## config.mk

```make
export PLATFORM = sky130hd
export DESIGN_NAME = messbauer_diff_discriminator_receiver
export DESIGN_NICKNAME = d
export VERILOG_FILES = /design/src/rtl/messbauer_discriminator_pkg.sv /design/src/rtl/messbauer_signal_synchronizer.sv /design/src/rtl/messbauer_diff_discriminator_receiver.sv
export SDC_FILE = /design/constraint.sdc
export NUM_CORES = 1
export LEC_CHECK = 0
export BUFFER_PORTS_ARGS = -buffer_cell sky130_fd_sc_hd__buf_2
export CAP_MARGIN = 30
export CORE_MARGIN = 2
export CORE_UTILIZATION = 58
export DETAILED_ROUTE_END_ITERATION = 12
export GPL_TIMING_DRIVEN = 0
export PLACE_DENSITY = 0.81
export SYNTH_ARGS = -nofsm -noshare
export SYNTH_HDL_FRONTEND = slang
export SYNTH_HIERARCHICAL = 1
export SYNTH_SLANG_ARGS = --single-unit
```

## constraint.sdc

```tcl
create_clock -name aclk -period 2.8 [get_ports aclk]
set_clock_uncertainty 0.15 [all_clocks]
set_input_delay 0.28 -clock aclk [delete_from_list [all_inputs] [get_ports aclk]]
set_output_delay 0.28 -clock aclk [all_outputs]
set_load 0.01 [all_outputs]
```

## src/rtl/messbauer_discriminator_pkg.sv

```systemverilog
// Shared definitions for the differential discriminator receiver and the spectrum writer.
// Holds the impulse-classifier state encoding and the default counter/channel widths.
package messbauer_discriminator_pkg;

    localparam int CNT_WIDTH_DEFAULT  = 16;
    localparam int CHAN_WIDTH_DEFAULT = 8;

    typedef enum logic [1:0] {
        ST_ARM        = 2'd0,
        ST_IDLE       = 2'd1,
        ST_LOWER_HIGH = 2'd2,
        ST_ABORT      = 2'd3
    } disc_state_e;

endpackage

```

## src/rtl/messbauer_signal_synchronizer.sv

```systemverilog
// Two-flop synchroniser for one asynchronous discriminator line.
// Both stages clear to 0 on the synchronous active-low reset.
module messbauer_signal_synchronizer (
    input  logic aclk,
    input  logic areset_n,
    input  logic async_in,
    output logic sync_out
);

    logic meta_q, meta_d;
    logic sync_q, sync_d;

    always_comb begin
        meta_d = async_in;
        sync_d = meta_q;
    end

    always_ff @(posedge aclk) begin
        if (!areset_n) begin
            meta_q <= 1'b0;
            sync_q <= 1'b0;
        end else begin
            meta_q <= meta_d;
            sync_q <= sync_d;
        end
    end

    assign sync_out = sync_q;

endmodule

```

## src/rtl/messbauer_diff_discriminator_receiver.sv

```systemverilog
// Classifies lower/upper discriminator impulses into accepted/rejected counts per channel
// and hands each closed channel's totals to the spectrum accumulator over valid/ready.
module messbauer_diff_discriminator_receiver
    import messbauer_discriminator_pkg::*;
#(
    parameter int CNT_WIDTH       = CNT_WIDTH_DEFAULT,
    parameter int MIN_LOWER_WIDTH = 2,
    parameter int MAX_LOWER_WIDTH = 64,
    parameter int CHAN_WIDTH      = CHAN_WIDTH_DEFAULT
) (
    input  logic                  aclk,
    input  logic                  areset_n,
    input  logic                  lower_threshold,
    input  logic                  upper_threshold,
    input  logic                  channel,
    input  logic                  result_ready,
    output logic                  result_valid,
    output logic [CNT_WIDTH-1:0]  accepted_count,
    output logic [CNT_WIDTH-1:0]  rejected_count,
    output logic [CHAN_WIDTH-1:0] channel_index,
    output logic                  overflow,
    output logic                  protocol_error
);

    localparam int WID_W = $clog2(MAX_LOWER_WIDTH + 1);
    localparam logic [WID_W-1:0] MIN_W = WID_W'(MIN_LOWER_WIDTH);
    localparam logic [WID_W-1:0] MAX_W = WID_W'(MAX_LOWER_WIDTH);
    localparam logic [1:0]       ARM_PRIMED = 2'd2;

    function automatic logic [CNT_WIDTH-1:0] sat_inc(input logic [CNT_WIDTH-1:0] val,
                                                     input logic inc);
        if (inc && (val != {CNT_WIDTH{1'b1}})) begin
            return val + CNT_WIDTH'(1);
        end
        return val;
    endfunction

    logic lower_s, upper_s, chan_s;

    messbauer_signal_synchronizer u_sync_lower (
        .aclk     (aclk),
        .areset_n (areset_n),
        .async_in (lower_threshold),
        .sync_out (lower_s)
    );

    messbauer_signal_synchronizer u_sync_upper (
        .aclk     (aclk),
        .areset_n (areset_n),
        .async_in (upper_threshold),
        .sync_out (upper_s)
    );

    messbauer_signal_synchronizer u_sync_chan (
        .aclk     (aclk),
        .areset_n (areset_n),
        .async_in (channel),
        .sync_out (chan_s)
    );

    disc_state_e           state_q, state_d;
    logic                  lower_prev_q, lower_prev_d;
    logic                  chan_prev_q, chan_prev_d;
    logic [1:0]            arm_cnt_q, arm_cnt_d;
    logic [WID_W-1:0]      width_q, width_d;
    logic                  upper_seen_q, upper_seen_d;
    logic [CNT_WIDTH-1:0]  acc_q, acc_d;
    logic [CNT_WIDTH-1:0]  rej_q, rej_d;
    logic [CNT_WIDTH-1:0]  out_acc_q, out_acc_d;
    logic [CNT_WIDTH-1:0]  out_rej_q, out_rej_d;
    logic [CHAN_WIDTH-1:0] out_idx_q, out_idx_d;
    logic [CHAN_WIDTH-1:0] run_idx_q, run_idx_d;
    logic                  valid_q, valid_d;
    logic                  ovf_q, ovf_d;
    logic                  perr_q, perr_d;

    logic                  lower_rise, chan_rise;
    logic                  count_acc, count_rej;
    logic [CNT_WIDTH-1:0]  acc_inc, rej_inc;

    always_comb begin
        state_d      = state_q;
        arm_cnt_d    = arm_cnt_q;
        width_d      = width_q;
        upper_seen_d = upper_seen_q;
        acc_d        = acc_q;
        rej_d        = rej_q;
        out_acc_d    = out_acc_q;
        out_rej_d    = out_rej_q;
        out_idx_d    = out_idx_q;
        run_idx_d    = run_idx_q;
        valid_d      = valid_q;
        ovf_d        = ovf_q;
        perr_d       = perr_q;
        count_acc    = 1'b0;
        count_rej    = 1'b0;
        lower_prev_d = lower_s;
        chan_prev_d  = chan_s;
        lower_rise   = lower_s & ~lower_prev_q;
        chan_rise    = chan_s & ~chan_prev_q;

        case (state_q)
            // Wait for the synchroniser to fill, so a pulse already high at reset
            // release is seen as a level to wait out rather than as a fresh rise.
            ST_ARM: begin
                if (arm_cnt_q != ARM_PRIMED) begin
                    arm_cnt_d = arm_cnt_q + 2'd1;
                end else if (!lower_s) begin
                    state_d = ST_IDLE;
                end
            end
            ST_IDLE: begin
                if (lower_rise) begin
                    state_d      = ST_LOWER_HIGH;
                    width_d      = WID_W'(1);
                    upper_seen_d = upper_s;
                end else if (upper_s && !lower_s) begin
                    perr_d = 1'b1;
                end
            end
            ST_LOWER_HIGH: begin
                if (!lower_s) begin
                    state_d = ST_IDLE;
                    if (width_q >= MIN_W) begin
                        count_rej = upper_seen_q;
                        count_acc = ~upper_seen_q;
                    end
                end else if (width_q == MAX_W) begin
                    state_d = ST_ABORT;
                    perr_d  = 1'b1;
                end else begin
                    width_d      = width_q + WID_W'(1);
                    upper_seen_d = upper_seen_q | upper_s;
                end
            end
            ST_ABORT: begin
                if (!lower_s) begin
                    state_d = ST_IDLE;
                end
            end
            default: state_d = ST_ARM;
        endcase

        acc_inc = sat_inc(acc_q, count_acc);
        rej_inc = sat_inc(rej_q, count_rej);

        // An impulse classified in the closing cycle belongs to the closing channel.
        if (chan_rise) begin
            out_acc_d = acc_inc;
            out_rej_d = rej_inc;
            out_idx_d = run_idx_q;
            run_idx_d = run_idx_q + CHAN_WIDTH'(1);
            acc_d     = '0;
            rej_d     = '0;
            valid_d   = 1'b1;
            if (valid_q && !result_ready) begin
                ovf_d = 1'b1;
            end
        end else begin
            acc_d = acc_inc;
            rej_d = rej_inc;
            if (valid_q && result_ready) begin
                valid_d = 1'b0;
            end
        end
    end

    always_ff @(posedge aclk) begin
        if (!areset_n) begin
            state_q      <= ST_ARM;
            lower_prev_q <= 1'b0;
            chan_prev_q  <= 1'b0;
            arm_cnt_q    <= 2'd0;
            width_q      <= '0;
            upper_seen_q <= 1'b0;
            acc_q        <= '0;
            rej_q        <= '0;
            out_acc_q    <= '0;
            out_rej_q    <= '0;
            out_idx_q    <= '0;
            run_idx_q    <= '0;
            valid_q      <= 1'b0;
            ovf_q        <= 1'b0;
            perr_q       <= 1'b0;
        end else begin
            state_q      <= state_d;
            lower_prev_q <= lower_prev_d;
            chan_prev_q  <= chan_prev_d;
            arm_cnt_q    <= arm_cnt_d;
            width_q      <= width_d;
            upper_seen_q <= upper_seen_d;
            acc_q        <= acc_d;
            rej_q        <= rej_d;
            out_acc_q    <= out_acc_d;
            out_rej_q    <= out_rej_d;
            out_idx_q    <= out_idx_d;
            run_idx_q    <= run_idx_d;
            valid_q      <= valid_d;
            ovf_q        <= ovf_d;
            perr_q       <= perr_d;
        end
    end

    assign result_valid   = valid_q;
    assign accepted_count = out_acc_q;
    assign rejected_count = out_rej_q;
    assign channel_index  = out_idx_q;
    assign overflow       = ovf_q;
    assign protocol_error = perr_q;

endmodule

```

## Word level (Yosys, flattened, before mapping)

Cells that the tools add are included.
Widths: inputs -> output; s select.

- Input port bits: 6
- Bits in latches: 0
- Logic and storage cells: 98
- Memories: 0
- Memory bits (read-only): 0
- RAM bits: 0
- Bits in registers: 103

- Eq/ne operators: 15
- Shift operators: 0
- Mux-type cells: 33
- Multiply operators: 0
- Magnitude comparators: 1
- Div/mod/pow operators: 0
- Reduce and logical (&&, ||, !) cells: 16
- $add $sub $neg: 5
- Bitwise logic cells: 7

Operators with widths:

| kind | count |
|---|---|
| $mux 16 | 4 |
| $add 16x1->16 const B | 2 |
| $ne 16x16->1 const B | 2 |
| $mux 7 | 3 |
| $mux 1 | 17 |
| $ne 2x2->1 const B | 7 |
| $pmux 7 s2 | 1 |
| $mux 2 | 5 |
| $add 8x1->8 const B | 1 |
| $pmux 2 s4 | 1 |
| $add 7x1->7 const B | 1 |
| $eq 7x7->1 const B | 1 |
| $ge 7x2->1 const B | 1 |
| $logic_and 1x1->1 | 5 |
| $reduce_and 5->1 | 1 |
| $eq 2x2->1 const B | 2 |
| $not 1->1 | 4 |
| $pmux 1 s2 | 2 |
| $reduce_and 2->1 | 2 |
| $reduce_and 4->1 | 1 |
| $reduce_bool 2->1 | 2 |
| $ne 3x3->1 const B | 1 |
| $reduce_and 3->1 | 1 |
| $add 2x1->2 const B | 1 |
| other kinds (7) | 9 |

## Logic depth before layout (Yosys ltp)

- Depth after elaboration: 7
- Gate-level depth with buffers: 8

## By module

The synthesis kept the hierarchy.

Modules (own cells, without submodules):

| module | area each (sq um) | times used | sequential area each (sq um) | cells an instance |
|---|---|---|---|---|
| messbauer_diff_discriminator_receiver | 4121.5 | 1 | 1941.9 | 467 |
| messbauer_signal_synchronizer | 52.6 | 3 | 40.0 | 4 |

## Worst setup path before layout

Ideal clock, no wire load.

- Path type: flip-flop to flip-flop
- From: reg width_q[0]
- To: reg out_acc_q[1] (netlist: accepted_count[1])
- Setup slack: 0.807 ns
- Data required time: 2.518 ns
- Library setup time: 0.132 ns
- Stages on the path, launching flop included: 8
- Data arrival time: 1.711 ns
- Cell sequence: dfxtp_1 > inv_1 > ha_1 > or3_1 > o211a_1 > o21ai_2 > mux2i_1 > a21oi_1

- Cells in the longest elaborated chain, start to end: 7

RTL lines:

| item | RTL line | text |
|---|---|---|
| from (decl) | messbauer_diff_discriminator_receiver.sv:65 | `logic [WID_W-1:0] width_q, width_d;` |
| from (signal assigned) | messbauer_diff_discriminator_receiver.sv:190 | `width_q <= width_d;` |
| $ge 7x2->1 | messbauer_diff_discriminator_receiver.sv:124 | `if (width_q >= MIN_W) begin` |
| $mux 1 | messbauer_diff_discriminator_receiver.sv:124 |  |
| $mux 1 | messbauer_diff_discriminator_receiver.sv:122 | `if (!lower_s) begin` |
| $mux 1 | messbauer_diff_discriminator_receiver.sv:102 | `case (state_q)` |
| $logic_and 1x1->1 | messbauer_diff_discriminator_receiver.sv:32 | `if (inc && (val != {CNT_WIDTH{1'b1}})) begin` |
| $mux 1 | messbauer_diff_discriminator_receiver.sv:32 |  |
| $mux 16 | messbauer_diff_discriminator_receiver.sv:35 | `return val;` |
| to (signal assigned) | messbauer_diff_discriminator_receiver.sv:194 | `out_acc_q <= out_acc_d;` |
| to (decl) | messbauer_diff_discriminator_receiver.sv:69 | `logic [CNT_WIDTH-1:0] out_acc_q, out_acc_d;` |

Every way passes these cells.
A chain may end at the register's enable or synchronous reset.

## Final worst setup path

Same ends and word-level chain as after synthesis.

==> flow_summary.yaml <==
status:
  outcome: "completed"
synthesis:
  synth_top_flop_cell: "sky130_fd_sc_hd__dfxtp_1"
  synth.most_common_cell: "sky130_fd_sc_hd__dfxtp_1"
  synth_nets: 496
  async_reset_ff_share_pct: 0
  synth.yosys.warnings: 6
  synth.top_cells.by_area: "sky130_fd_sc_hd__dfxtp_1 48%, sky130_fd_sc_hd__a21oi_1 4.9%, sky130_fd_sc_hd__nor2_1 4.6%, sky130_fd_sc_hd__o21ai_0 4.3%, sky130_fd_sc_hd__xnor2_1 4.3%"
  synth_cells: 479
  post-synth-top-area-cell: "sky130_fd_sc_hd__dfxtp_1"
  number_of_different_library_cells_in_the_post_synthesis_netlist: 49
  synth.cells.most_frequent: "103 x sky130_fd_sc_hd__dfxtp_1, 52 x sky130_fd_sc_hd__nor2_1, 42 x sky130_fd_sc_hd__a21oi_1, 38 x sky130_fd_sc_hd__nand2_1, 37 x sky130_fd_sc_hd__o21ai_0"
  syn_area_sq_um: 4279
  synth.top_cell.area_share_pct: 48.19
  synth-edff-count: 0
  seq_area_frac_synth_pct: 48.19
  synth.ff_latch_count: 103
  synthesis.area_per_instance_sq_um: 8.933
critical_path:
  crit_type: "flop to flop"
  critical_path.reg2reg.endpoint: "accepted_count[1]"
  worst_ep_required_time_ps: 2890
  slowest_stage: "sky130_fd_sc_hd__or3_1"
  critical_path_peak_fanout: 6
  setup.reg_to_reg.worst_slack_ps: 510
  worstReg2RegStart: "width_q[0]"
  cp.buffers_inverters: 1
  critPathCaptureType: "flop"
  ff2ff_path_depth: 7
  cpLargestDelayFamily: "compound AO/OA/AOI/OAI gates"
  cp_cell_sequence: "inv_1 -> ha_1 -> or3_1 -> o211a_1 -> o21ai_2 -> mux2i_1 -> a21oi_1"
  cp-start-kind: "flop"
  timing.critical_path.slowest_cell_delay_ps: 430
  cp.arrival_ps: 2380
timing:
  timing.setup.tns_ps: 0
  final.setup.worst_slack_ps: 508.9
  maxSlewHeadroom_pct: 61.73
  setup-violations-final: 0
  max_freq_mhz: 436.5
  finalHoldViolCount: 0
  timing.final.crit_period_ps: 2291
  share_of_the_clock_period_used_by_the_worst_path_pct: 81.82
  finalMaxSlewViolations: 0
  worst-slew-pin-transition_ps: 574.0
  setup_repair_after_global_routing_missed_its_margin: "false"
power_and_ir_drop:
  vdd_drop_max_mv: 0.3722
  power.density_cell_area_nw_per_um2: 567.2
  leakagePower_nw: 1.878
clocking:
  clkLatencyLatePin_ps: 370
  cts_buffers: 9
  ctsRootBufferMaster: "sky130_fd_sc_hd__clkbuf_8"
  cts_stage_hold_buffer_count: 3
  cts_resized: 0
  cts_max_path_buffers: 2
  tritoncts: "yes"
  post-cts-setup-buffers: 0
  cts_max_level: 3
  cts_sinks: 103
  clkSlewWorstSetupHoldPaths_ps: 100
drt:
  drt_first_pass_iters: 8
  drc: 0
  route.vias.total: 3632
  ant_nets: 0
  drt_first_iter_violations: 199
  post_drt_wl_per_cell_microns: 14.40
  viasPerCell: 5.631
  detail_route.wirelength_microns: 9291
worst_hold_path:
  min_path_type: "input pin to flop"
  holdCritStartpoint: "result_ready"
  whs_path_depth: 3
  holdPathEnd: "result_valid"
die:
  die_h_microns: 89.90
  rows: 31
  dieArea_sq_um: 8081
  die_width_microns: 89.90
  pin_count: 49
  floorplan.initialDensity_pct: 59.31
  placeable_core_area_sq_um: 7214
grt:
  grt_max_degree: 18
  first_pass_grt_wire_length_microns: 15820
  gr-usage-all-layers_pct: 23.87
  initial_antenna_violation_count: 0
  grt_pass1_vias: 3448
  grt.overflow.total: 0
placed_design:
  place_area_sq_um: 4643
  numPortBuffers: 48
  place_ws_ps: 524.3
  place.detailed.hpwl_microns: 6673
  gp_congestion: 0.8955
final_layout:
  n_antenna_cell: 0
  design_area_sq_um: 4871
  design.final.nets: 558
  drive_gt1_share_pct: 13.55
  finalCoreUtilization_pct: 67.52
  syn2layout_area_growth_pct: 13.83
run:
  timing.max_cap.violations: 0
## area by class of cell
cell class,instances,area [sq um]
fill,594,2344
multi-input combinational,346,2100
sequential,103,2062
timing repair buffer,51,270.3
clock buffer,11,131.4
tap,99,123.9
buffer,21,83.83
clock inverter,5,66.31
inverter,9,33.78
## metal layers
| layer | global-route usage, % | part of all wire (%) |
|---|---|---|
| met5 | 0 | 0 |
| met4 | 10.26 | 2.1 |
| met3 | 4.610 | 5.2 |
| met2 | 38.89 | 46 |
| met1 | 31.18 | 46 |
## state kept, by name, indices dropped and copies added, names as in the netlist, 2 cells and up
name / cells
acc_q: 16
accepted_count: 16
arm_cnt_q: 2
channel_index: 8
rej_q: 16
rejected_count: 16
run_idx_q: 8
state_q: 2
width_q: 7
## where the power goes
group / total (mW) / switching (mW) / internal [mW] / leakage, nW
sequential: 1.55 / 0.0324 / 1.52 / 0.835
clock: 0.928 / 0.504 / 0.424 / 0.0956
combinational: 0.287 / 0.165 / 0.121 / 0.946
## cell families (layout without fill, tap and decap cells)
family,Yosys count,in the layout,share of synthesized area [%]
DFF,103,103,48.19
and+or+nand+nor,189,189,22.84
muxes,5,5,1.170
xor gates and xnor gates,37,37,7.573
adders and majority gates,11,11,3.216
buffers and inverters,30,97,2.748
AOI/OAI and AO/OA,104,104,14.27
## worst min-delay path, cell delays in order
cell and delay (ps):
sky130_fd_sc_hd__buf_2 70, sky130_fd_sc_hd__nand2b_1 110, sky130_fd_sc_hd__a21oi_1 70
## per-stage QoR
stage          hold slack, ps  cells  power (mW)
2_1_floorplan           251.7    479       1.784
3_3_place_gp            264.1    626       1.853
3_5_place_dp            272.5    626       1.864
4_1_cts                 54.78    645       2.777
5_1_grt                 83.46    645       2.879
6_report                57.81    645       2.763
## cell usage in the layout (no fill, tap or decap), types with 9 or more instances in the layout
| master | instances |
|---|---|
| sky130_fd_sc_hd__nand3_1 | 14 |
| sky130_fd_sc_hd__o21ai_0 | 37 |
| sky130_fd_sc_hd__nand4_1 | 13 |
| sky130_fd_sc_hd__a21oi_1 | 42 |
| sky130_fd_sc_hd__xor2_1 | 16 |
| sky130_fd_sc_hd__xnor2_1 | 21 |
| sky130_fd_sc_hd__inv_1 | 9 |
| sky130_fd_sc_hd__and2_1 | 11 |
| sky130_fd_sc_hd__nand2_1 | 38 |
| sky130_fd_sc_hd__clkbuf_8 | 9 |
| sky130_fd_sc_hd__nor2_1 | 52 |
| sky130_fd_sc_hd__nor3_1 | 14 |
| sky130_fd_sc_hd__buf_2 | 49 |
| sky130_fd_sc_hd__ha_1 | 11 |
| sky130_fd_sc_hd__dfxtp_1 | 103 |
| sky130_fd_sc_hd__clkbuf_1 | 19 |
## worst max path at each step
stage                     slack, ps                end  depth (start not counted)                  from
after floorplan                 810  accepted_count[1]                          7            width_q[0]
final                           510  accepted_count[1]                          7            width_q[0]
after CTS                       530  accepted_count[1]                          7            width_q[0]
after global placement          610  rejected_count[5]                          8            width_q[0]
after global routing            330  accepted_count[1]                          7            width_q[0]
after detailed placement        520  accepted_count[7]                          5  u_sync_chan/sync_out
Note: power is estimated with default switching activity, not from simulation.
